$ cat config.mk
export PLATFORM = sky130hd
export DESIGN_NAME = video_start_sequencer
export DESIGN_NICKNAME = d
export VERILOG_FILES = /design/src/rtl/video_start_sequencer.sv
export SDC_FILE = /design/constraint.sdc
export NUM_CORES = 1
export LEC_CHECK = 0
export CORE_MARGIN = 3
export CORE_UTILIZATION = 50
export DETAILED_ROUTE_END_ITERATION = 8
export HOLD_SLACK_MARGIN = 0.15
export PLACE_DENSITY = 0.72
export SYNTH_ARGS = -nofsm -noshare
export SYNTH_HDL_FRONTEND = slang
export SYNTH_SLANG_ARGS = --single-unit
$ cat constraint.sdc
create_clock -name clock -period 2.4 [get_ports clock]
set_input_delay 0.36 -clock clock [delete_from_list [all_inputs] [get_ports clock]]
set_output_delay 0.36 -clock clock [all_outputs]
set_load 0.005 [all_outputs]
$ cat src/rtl/video_start_sequencer.sv
// Start-up / mode-change / re-lock sequencer for the RAM-to-video generator.
// Holds the generator stopped until the capture side has a head start.
module video_start_sequencer #(
  parameter int START_LINES     = 2,
  parameter int HOLD_CYCLES     = 4,
  parameter int TRIGGER_TIMEOUT = 1024,
  parameter int FRAME_TIMEOUT   = 4194304
) (
  input  logic       clock,
  input  logic       reset,
  input  logic       line_doubler_req,
  input  logic       add_line_req,
  input  logic       frame_start,
  input  logic       line_done,
  input  logic       restart,
  output logic       out_run,
  output logic       starttrigger,
  output logic       line_doubler,
  output logic       add_line,
  output logic       locked,
  output logic       trig_error,
  output logic [7:0] relock_count
);

  typedef enum logic [2:0] {
    S_IDLE,
    S_WAIT,
    S_FILL,
    S_TRIG,
    S_RUN,
    S_APPLY
  } state_t;

  localparam logic [7:0]  LP_LINES = 8'(START_LINES);
  localparam logic [7:0]  LP_HOLD  = 8'(HOLD_CYCLES - 1);
  localparam logic [15:0] LP_TRIG  = 16'(TRIGGER_TIMEOUT - 1);
  localparam logic [23:0] LP_WD    = 24'(FRAME_TIMEOUT - 1);

  state_t      r_state;
  logic [7:0]  r_lines;
  logic [7:0]  r_hold;
  logic [15:0] r_tcnt;
  logic [23:0] r_wd;

  logic       w_chg;
  logic [7:0] w_lines_inc;
  logic [7:0] w_relock_inc;

  assign w_chg = {line_doubler_req, add_line_req}
              != {line_doubler, add_line};
  assign w_lines_inc  = r_lines + 8'd1;
  assign w_relock_inc = (relock_count == 8'hFF)
                      ? relock_count
                      : relock_count + 8'd1;

  always_ff @(posedge clock) begin
    if (reset) begin
      r_state      <= S_IDLE;
      r_lines      <= '0;
      r_hold       <= '0;
      r_tcnt       <= '0;
      r_wd         <= '0;
      out_run      <= 1'b0;
      starttrigger <= 1'b0;
      line_doubler <= 1'b0;
      add_line     <= 1'b0;
      locked       <= 1'b0;
      trig_error   <= 1'b0;
      relock_count <= '0;
    end else begin
      unique case (r_state)
        S_IDLE: begin
          out_run      <= 1'b0;
          starttrigger <= 1'b0;
          locked       <= 1'b0;
          line_doubler <= line_doubler_req;
          add_line     <= add_line_req;
          r_state      <= S_WAIT;
        end
        S_APPLY: begin
          if (r_hold == LP_HOLD) begin
            line_doubler <= line_doubler_req;
            add_line     <= add_line_req;
            r_state      <= S_WAIT;
          end else begin
            r_hold <= r_hold + 8'd1;
          end
        end
        default: begin
          // config change outranks every other event in active states
          if (w_chg) begin
            r_state      <= S_APPLY;
            r_hold       <= '0;
            out_run      <= 1'b0;
            starttrigger <= 1'b0;
            locked       <= 1'b0;
            relock_count <= w_relock_inc;
          end else begin
            unique case (r_state)
              S_WAIT: begin
                if (frame_start) begin
                  r_lines <= '0;
                  r_state <= S_FILL;
                end
              end
              S_FILL: begin
                if (frame_start) begin
                  r_lines <= '0;
                end else if (line_done) begin
                  r_lines <= w_lines_inc;
                  if (w_lines_inc == LP_LINES) begin
                    r_state      <= S_TRIG;
                    r_tcnt       <= '0;
                    out_run      <= 1'b1;
                    starttrigger <= 1'b1;
                  end
                end
              end
              S_TRIG: begin
                if (r_tcnt == LP_TRIG) begin
                  r_state      <= S_IDLE;
                  out_run      <= 1'b0;
                  starttrigger <= 1'b0;
                  trig_error   <= 1'b1;
                  relock_count <= w_relock_inc;
                end else begin
                  r_tcnt <= r_tcnt + 16'd1;
                  if (restart) begin
                    r_state      <= S_RUN;
                    r_wd         <= '0;
                    starttrigger <= 1'b0;
                    locked       <= 1'b1;
                  end
                end
              end
              S_RUN: begin
                if (frame_start) begin
                  r_wd <= '0;
                end else if (r_wd == LP_WD) begin
                  r_state      <= S_IDLE;
                  out_run      <= 1'b0;
                  locked       <= 1'b0;
                  relock_count <= w_relock_inc;
                end else begin
                  r_wd <= r_wd + 24'd1;
                end
              end
              default: r_state <= S_IDLE;
            endcase
          end
        end
      endcase
    end
  end

endmodule

* After elaboration in Yosys (flattened, before gate mapping)
Index checks and enable logic that the tools add are counted.
** Word-level totals
- Flip-flop bits (word level) :: 73
- Input bits :: 7
- Output and inout port bits :: 14
- Word-level logic and storage cells :: 141
** Cells by class
- Add/subtract/negate cells :: 5
- Equal/unequal tests :: 40
- Mux-type cells :: 58
- Bitwise gates (word level) :: 4
- Reductions and logical operators :: 22
** Operators by type and width (count)
- 24-bit 2-to-1 mux :: 4
- 8-bit 2-to-1 mux :: 10
- 16-bit 2-to-1 mux :: 4
- 24-bit one-hot mux with 2 select lines :: 1
- 8-bit one-hot mux with 2 select lines :: 3
- 16-bit one-hot mux with 2 select lines :: 1
- 3-bit 2-to-1 mux :: 10
- 5-bit inequality test (second input constant) :: 5
- 24-bit by 1-bit adder with 24-bit output (second input constant) :: 1
- 8-bit by 1-bit adder with 8-bit output (second input constant) :: 3
- 24-bit by 22-bit equality test with 1-bit output (second input constant) :: 1
- 4-bit inequality test (second input constant) :: 6
- 6-bit AND reduction :: 3
- 16-bit by 1-bit adder with 16-bit output (second input constant) :: 1
- 16-bit by 10-bit equality test with 1-bit output (second input constant) :: 1
- 8-bit by 2-bit equality test with 1-bit output (second input constant) :: 2
- 2-bit inequality test (second input constant) :: 8
- 8-bit AND reduction :: 2
- 1-bit 2-to-1 mux :: 15
- 3-bit inequality test (second input constant) :: 5
- 1-bit one-hot mux with 2 select lines :: 7
- 3-bit one-hot mux with 4 select lines :: 1
- 5-bit by 3-bit inequality test with 1-bit output (second input constant) :: 2
- 5-bit AND reduction :: 2
- other kinds (20) :: 31

* Depth between registers and ports, before layout
- Depth after elaboration :: 8
- Gate-level depth with buffers :: 9
- Mapped depth without buffers :: 7

* Worst setup path after synthesis
OpenSTA, ideal clock, no wires.
- Path kind :: register -> register
- Start point :: register r_wd[0]
- End point :: register out_run
- Setup time :: 117 ps
- Data arrival time :: 2332 ps
- Data required time :: 2283 ps
- Setup slack :: -49 ps
- Stages on the path, launching flop included :: 8
- Path buffers :: 0
- Clock period less this slack :: 2449 ps
- Path through :: dfxtp_1 -> ha_1 -> nand4_1 -> or3_1 -> nor4_4 -> o21ai_1 -> or4b_1 -> a22o_1
** On the way
- Longest elaborated chain between the ends :: 3
** Ends and longest elaborated chain
- start: declaration :: line 43 : logic [23:0] r_wd;
- start signal: assignment :: line 145 : r_wd <= r_wd + 24'd1;
- 24-bit by 22-bit equality test with 1-bit output :: line 139 : end else if (r_wd == LP_WD) begin
- 4-bit by 3-bit inequality test with 1-bit output (no source line)
- 8-bit AND reduction (no source line)
- end signal: assignment :: line 114 : out_run <= 1'b1;
- end signal: assignment :: line 122 : out_run <= 1'b0;
- end signal: assignment :: line 141 : out_run <= 1'b0;
- end: declaration :: line 16 : output logic out_run,
Every way passes these cells.
A chain may end at the register's enable or synchronous reset.

* Worst setup path in the final report
- Start point :: input port restart
- End point :: register r_wd[7]
** On the way
- Longest elaborated chain between the ends :: 2
** Ends and longest elaborated chain
- start: declaration :: line 15 : input logic restart,
- 2-bit inequality test (no source line)
- 6-bit AND reduction (no source line)
Every way passes these cells.

==> summary.md <==
| Metric | Value |
|---|---|
| Status | `complete, no violations` |
| Post-layout util | `64.4%` |
| Initial antenna violation count | `0` |
| Routability-driven placement congestion ratio | `0.879` |
| Final cell count without fillers | `694` |
| Die H | `96.8 um` |
| Vias per inst | `5.92` |
| Area growth, synth to finish | `22.6%` |
| Switching part of the total | `33.9%` |
| Crit-path max FO | `3` |
| Clock Skews | `0.00703 ns` |
| Critical Path Sink Type | `flop` |
| Reg2reg start | `r_state[2]` |
| Clk_lat worst skew | `0.35 ns` |
| Max cap viols | `0` |
| Share of cells above drive strength 1 | `17.9%` |
| Final Hold Fails | `0` |
| Worst Hold Path EP | `r_hold[1]` |
| Post-Route WL | `10,300 um` |
| Largest net degree at the start of global routing | `28` |
| CTS Buffer Depth | `2` |
| Post-synthesis area per instance | `7.92 um2` |
| Peak Freq | `419 MHz` |
| Async SR Flop Fraction | `0%` |
| GRT overflow | `0` |
| Drt wl/cell | `14.9 um` |
| Clock sink count | `73` |
| R2R setup slack | `0.03 ns` |
| CTS root buffer | `clkbuf_8` |
| Relative slew slack | `62.4%` |
| CTS tree | `done` |
| Tcrit/Tclk final | `99.3%` |
| Worst EP required | `2.69 ns` |
| Critical Path AT | `2.67 ns` |
| Rows | `32` |
| H-tree depth | `3` |
| Peak supply drop | `0.548 mV` |
| Main synth FF type | `dfxtp_1` |
| First-pass DRT Iterations | `5` |
| Clock slew at reported path FFs | `0.07 ns` |
| Crit path kind | `primary input to flop` |
| Yosys reg bits | `73` |
| Min Tclk post-route | `2.38 ns` |
| Starting DRC count in detailed routing | `243` |
| Post-synth EDFFs | `0` |
| Hold Crit Class | `primary input to flop` |
| IO buf count | `20` |
| Fin nets | `600` |
| Cells on Worst Hold Path | `2` |
| Core Box Area | `0.00785 mm2` |
| Post-synthesis sequential area ratio | `35.5%` |
| Syn nets | `533` |
| Setup-failing EPs final | `0` |
| Reg2reg path depth | `6` |
| Die area | `0.00937 mm2` |
| DP HPWL | `7480 um` |
| Comb power frac | `34.3%` |
| I/O pins | `21` |
| Setup tns final | `0 ns` |
| HP Start | `reset` |
| Clock network fraction of design power | `24.6%` |
| Reg power frac | `41.0%` |
| Number of buffers created by CTS | `9` |
| Power Density | `652 mW/mm2` |
| Hold buffers post-CTS | `0` |
| Post-Syn Area | `0.00412 mm2` |
| Yosys warns | `0` |
| Antenna cells | `0` |
| P_leak | `1.73 nW` |
| Netlist cell types | `62` |
| Initial core utilization | `52.5%` |
| Number of global-route vias before repair | `3,769` |
| Die Wd | `96.8 um` |
| Post-route ant nets | `0` |
| Cell total after placement | `675` |
| First-pass GRT wire length | `17,700 um` |
| Critical Path Start Type | `primary input` |
| RR Endpoint | `r_wd[7]` |
| Max Slew Vio Count | `0` |
| RSZ-0062 raised after global routing | `true` |
| Internal power | `2.18 mW` |
| Worst-Margin Slew | `0.564 ns` |
| Net Switching | `1.12 mW` |
| Cells after Synth | `520` |
| Vias | `4,106` |
| FILL cells | `688` |
| DRC | `0` |
| Tot GR Track Use | `22.5%` |
==> synth_stat cells, types with 8 or more instances <==
| cell type | instances | area share, % |
|---|---|---|
| xnor2_1 | 29 | 6.2 |
| dfxtp_1 | 73 | 35 |
| a21oi_1 | 37 | 4.5 |
| nor2_1 | 72 | 6.6 |
| o21ai_0 | 29 | 3.5 |
| nand4_1 | 9 | 1.4 |
| nor3_1 | 15 | 1.8 |
| and3_1 | 10 | 1.5 |
| a31oi_1 | 11 | 1.7 |
| clkbuf_1 | 22 | 2.0 |
| nand2_1 | 30 | 2.7 |
| nand3_1 | 28 | 3.4 |
| a311oi_1 | 8 | 1.7 |
| nor4_1 | 17 | 2.6 |
| a211oi_1 | 8 | 1.5 |
==> worst max path at each step <==
stage                           startpoint         endpoint  slack, ns  cells past startpoint
after CTS                          r_wd[0]  relock_count[2]       0.02                      9
after global routing          line_doubler  relock_count[2]      -0.03                      7
final                              restart          r_wd[7]       0.02                      7
after detailed placement  line_doubler_req  relock_count[2]      -0.34                      8
after floorplan                    r_wd[0]          out_run      0.001                      7
after global placement    line_doubler_req  relock_count[7]      -0.26                      7
==> through the flow <==
| step | setup WS, ns | area [um2] | hold slack [ns] | power, mW |
|---|---|---|---|---|
| after global placement | -0.258 | 4790 | 0.476 | 2.42 |
| final | 0.0158 | 5050 | 0.484 | 3.29 |
| after floorplan | 0.00106 | 4130 | 0.450 | 2.02 |
| after global routing | -0.0257 | 5050 | 0.494 | 3.49 |
| after CTS | 0.0204 | 4950 | 0.469 | 3.25 |
| after detailed placement | -0.338 | 4790 | 0.484 | 2.44 |
==> logic make-up after synthesis <==
logic type	count (synthesis)	synth area share, %
flip-flops	73	35.5
XOR/XNOR	35	7.44
AO/OA/AOI/OAI	123	18.9
AND/OR/NAND/NOR	243	31.7
buffers and inverters	35	3.49
adder cells (fa/ha/maj)	6	1.82
multiplexers	5	1.21
==> routing by layer <==
| metal | GRT usage, % | vias to the layer above | share of wire (%) |
|---|---|---|---|
| met3 | 3.68 | 11 | 6.6 |
| li1 | - | 2044 | - |
| met4 | 7.45 | 0 | 1.2 |
| met2 | 34.0 | 129 | 45 |
| met1 | 32.5 | 1922 | 47 |
| met5 | 0 | - | 0 |
==> critical path: stages <==
cell and delay (ns):
clkdlybuf4s50_1 0.56, nand4b_1 0.20, a211oi_4 0.32, o31ai_2 0.13, or4_4 0.55, or4_1 0.41, a21oi_1 0.14
==> area by class of cell <==
cell class                      instances  area (um2)  area share [%]
Clock inverter                          4        20.0           0.396
Inverter                                7        26.3           0.520
Timing Repair Buffer                   84         697            13.8
Multi-Input combinational cell        412        2580            51.0
Tap cell                              102         128            2.53
Sequential cell                        73        1470            29.1
Clock buffer                           12         135            2.68
==> sequential cells by signal, indices dropped and copies added (netlist names) <==
signal        flops
starttrigger      1
out_run           1
r_state           3
r_wd             24
r_tcnt           16
locked            1
trig_error        1
r_hold            8
line_doubler      1
add_line          1
relock_count      8
r_lines           8
==> placed cells by master (no fill, tap or decap), drive strengths merged, types with 5 or more instances in the layout <==
cell type      instances
a211oi                 9
a21oi                 37
a311oi                 8
a31oi                 11
and3                  10
and4                   5
buf                   65
clkbuf                12
clkdlybuf4s50         17
dfxtp                 73
ha                     6
inv                    7
mux2i                  5
nand2                 30
nand2b                 7
nand3                 28
nand3b                 7
nand4                  9
nor2                  72
nor3                  15
nor4                  19
o21ai                 32
or2                    5
or3                    7
or4                    5
xnor2                 29
xor2                   6
==> power groups by stage <==
stage | Clock (mW) | Combinational, mW | Sequential [mW]
after CTS | 0.832 | 1.08 | 1.34
final | 0.811 | 1.13 | 1.35
after floorplan | 0 | 0.677 | 1.35
after global routing | 0.891 | 1.24 | 1.36
after detailed placement | 0 | 1.07 | 1.37
after global placement | 0 | 1.05 | 1.36
==> timing repair <==
item	4_1_cts	5_1_grt
setup endpoints to repair	0	28
gates resized for setup	0	22
setup buffers	0	3
Note: power is estimated with default switching activity, not from simulation.
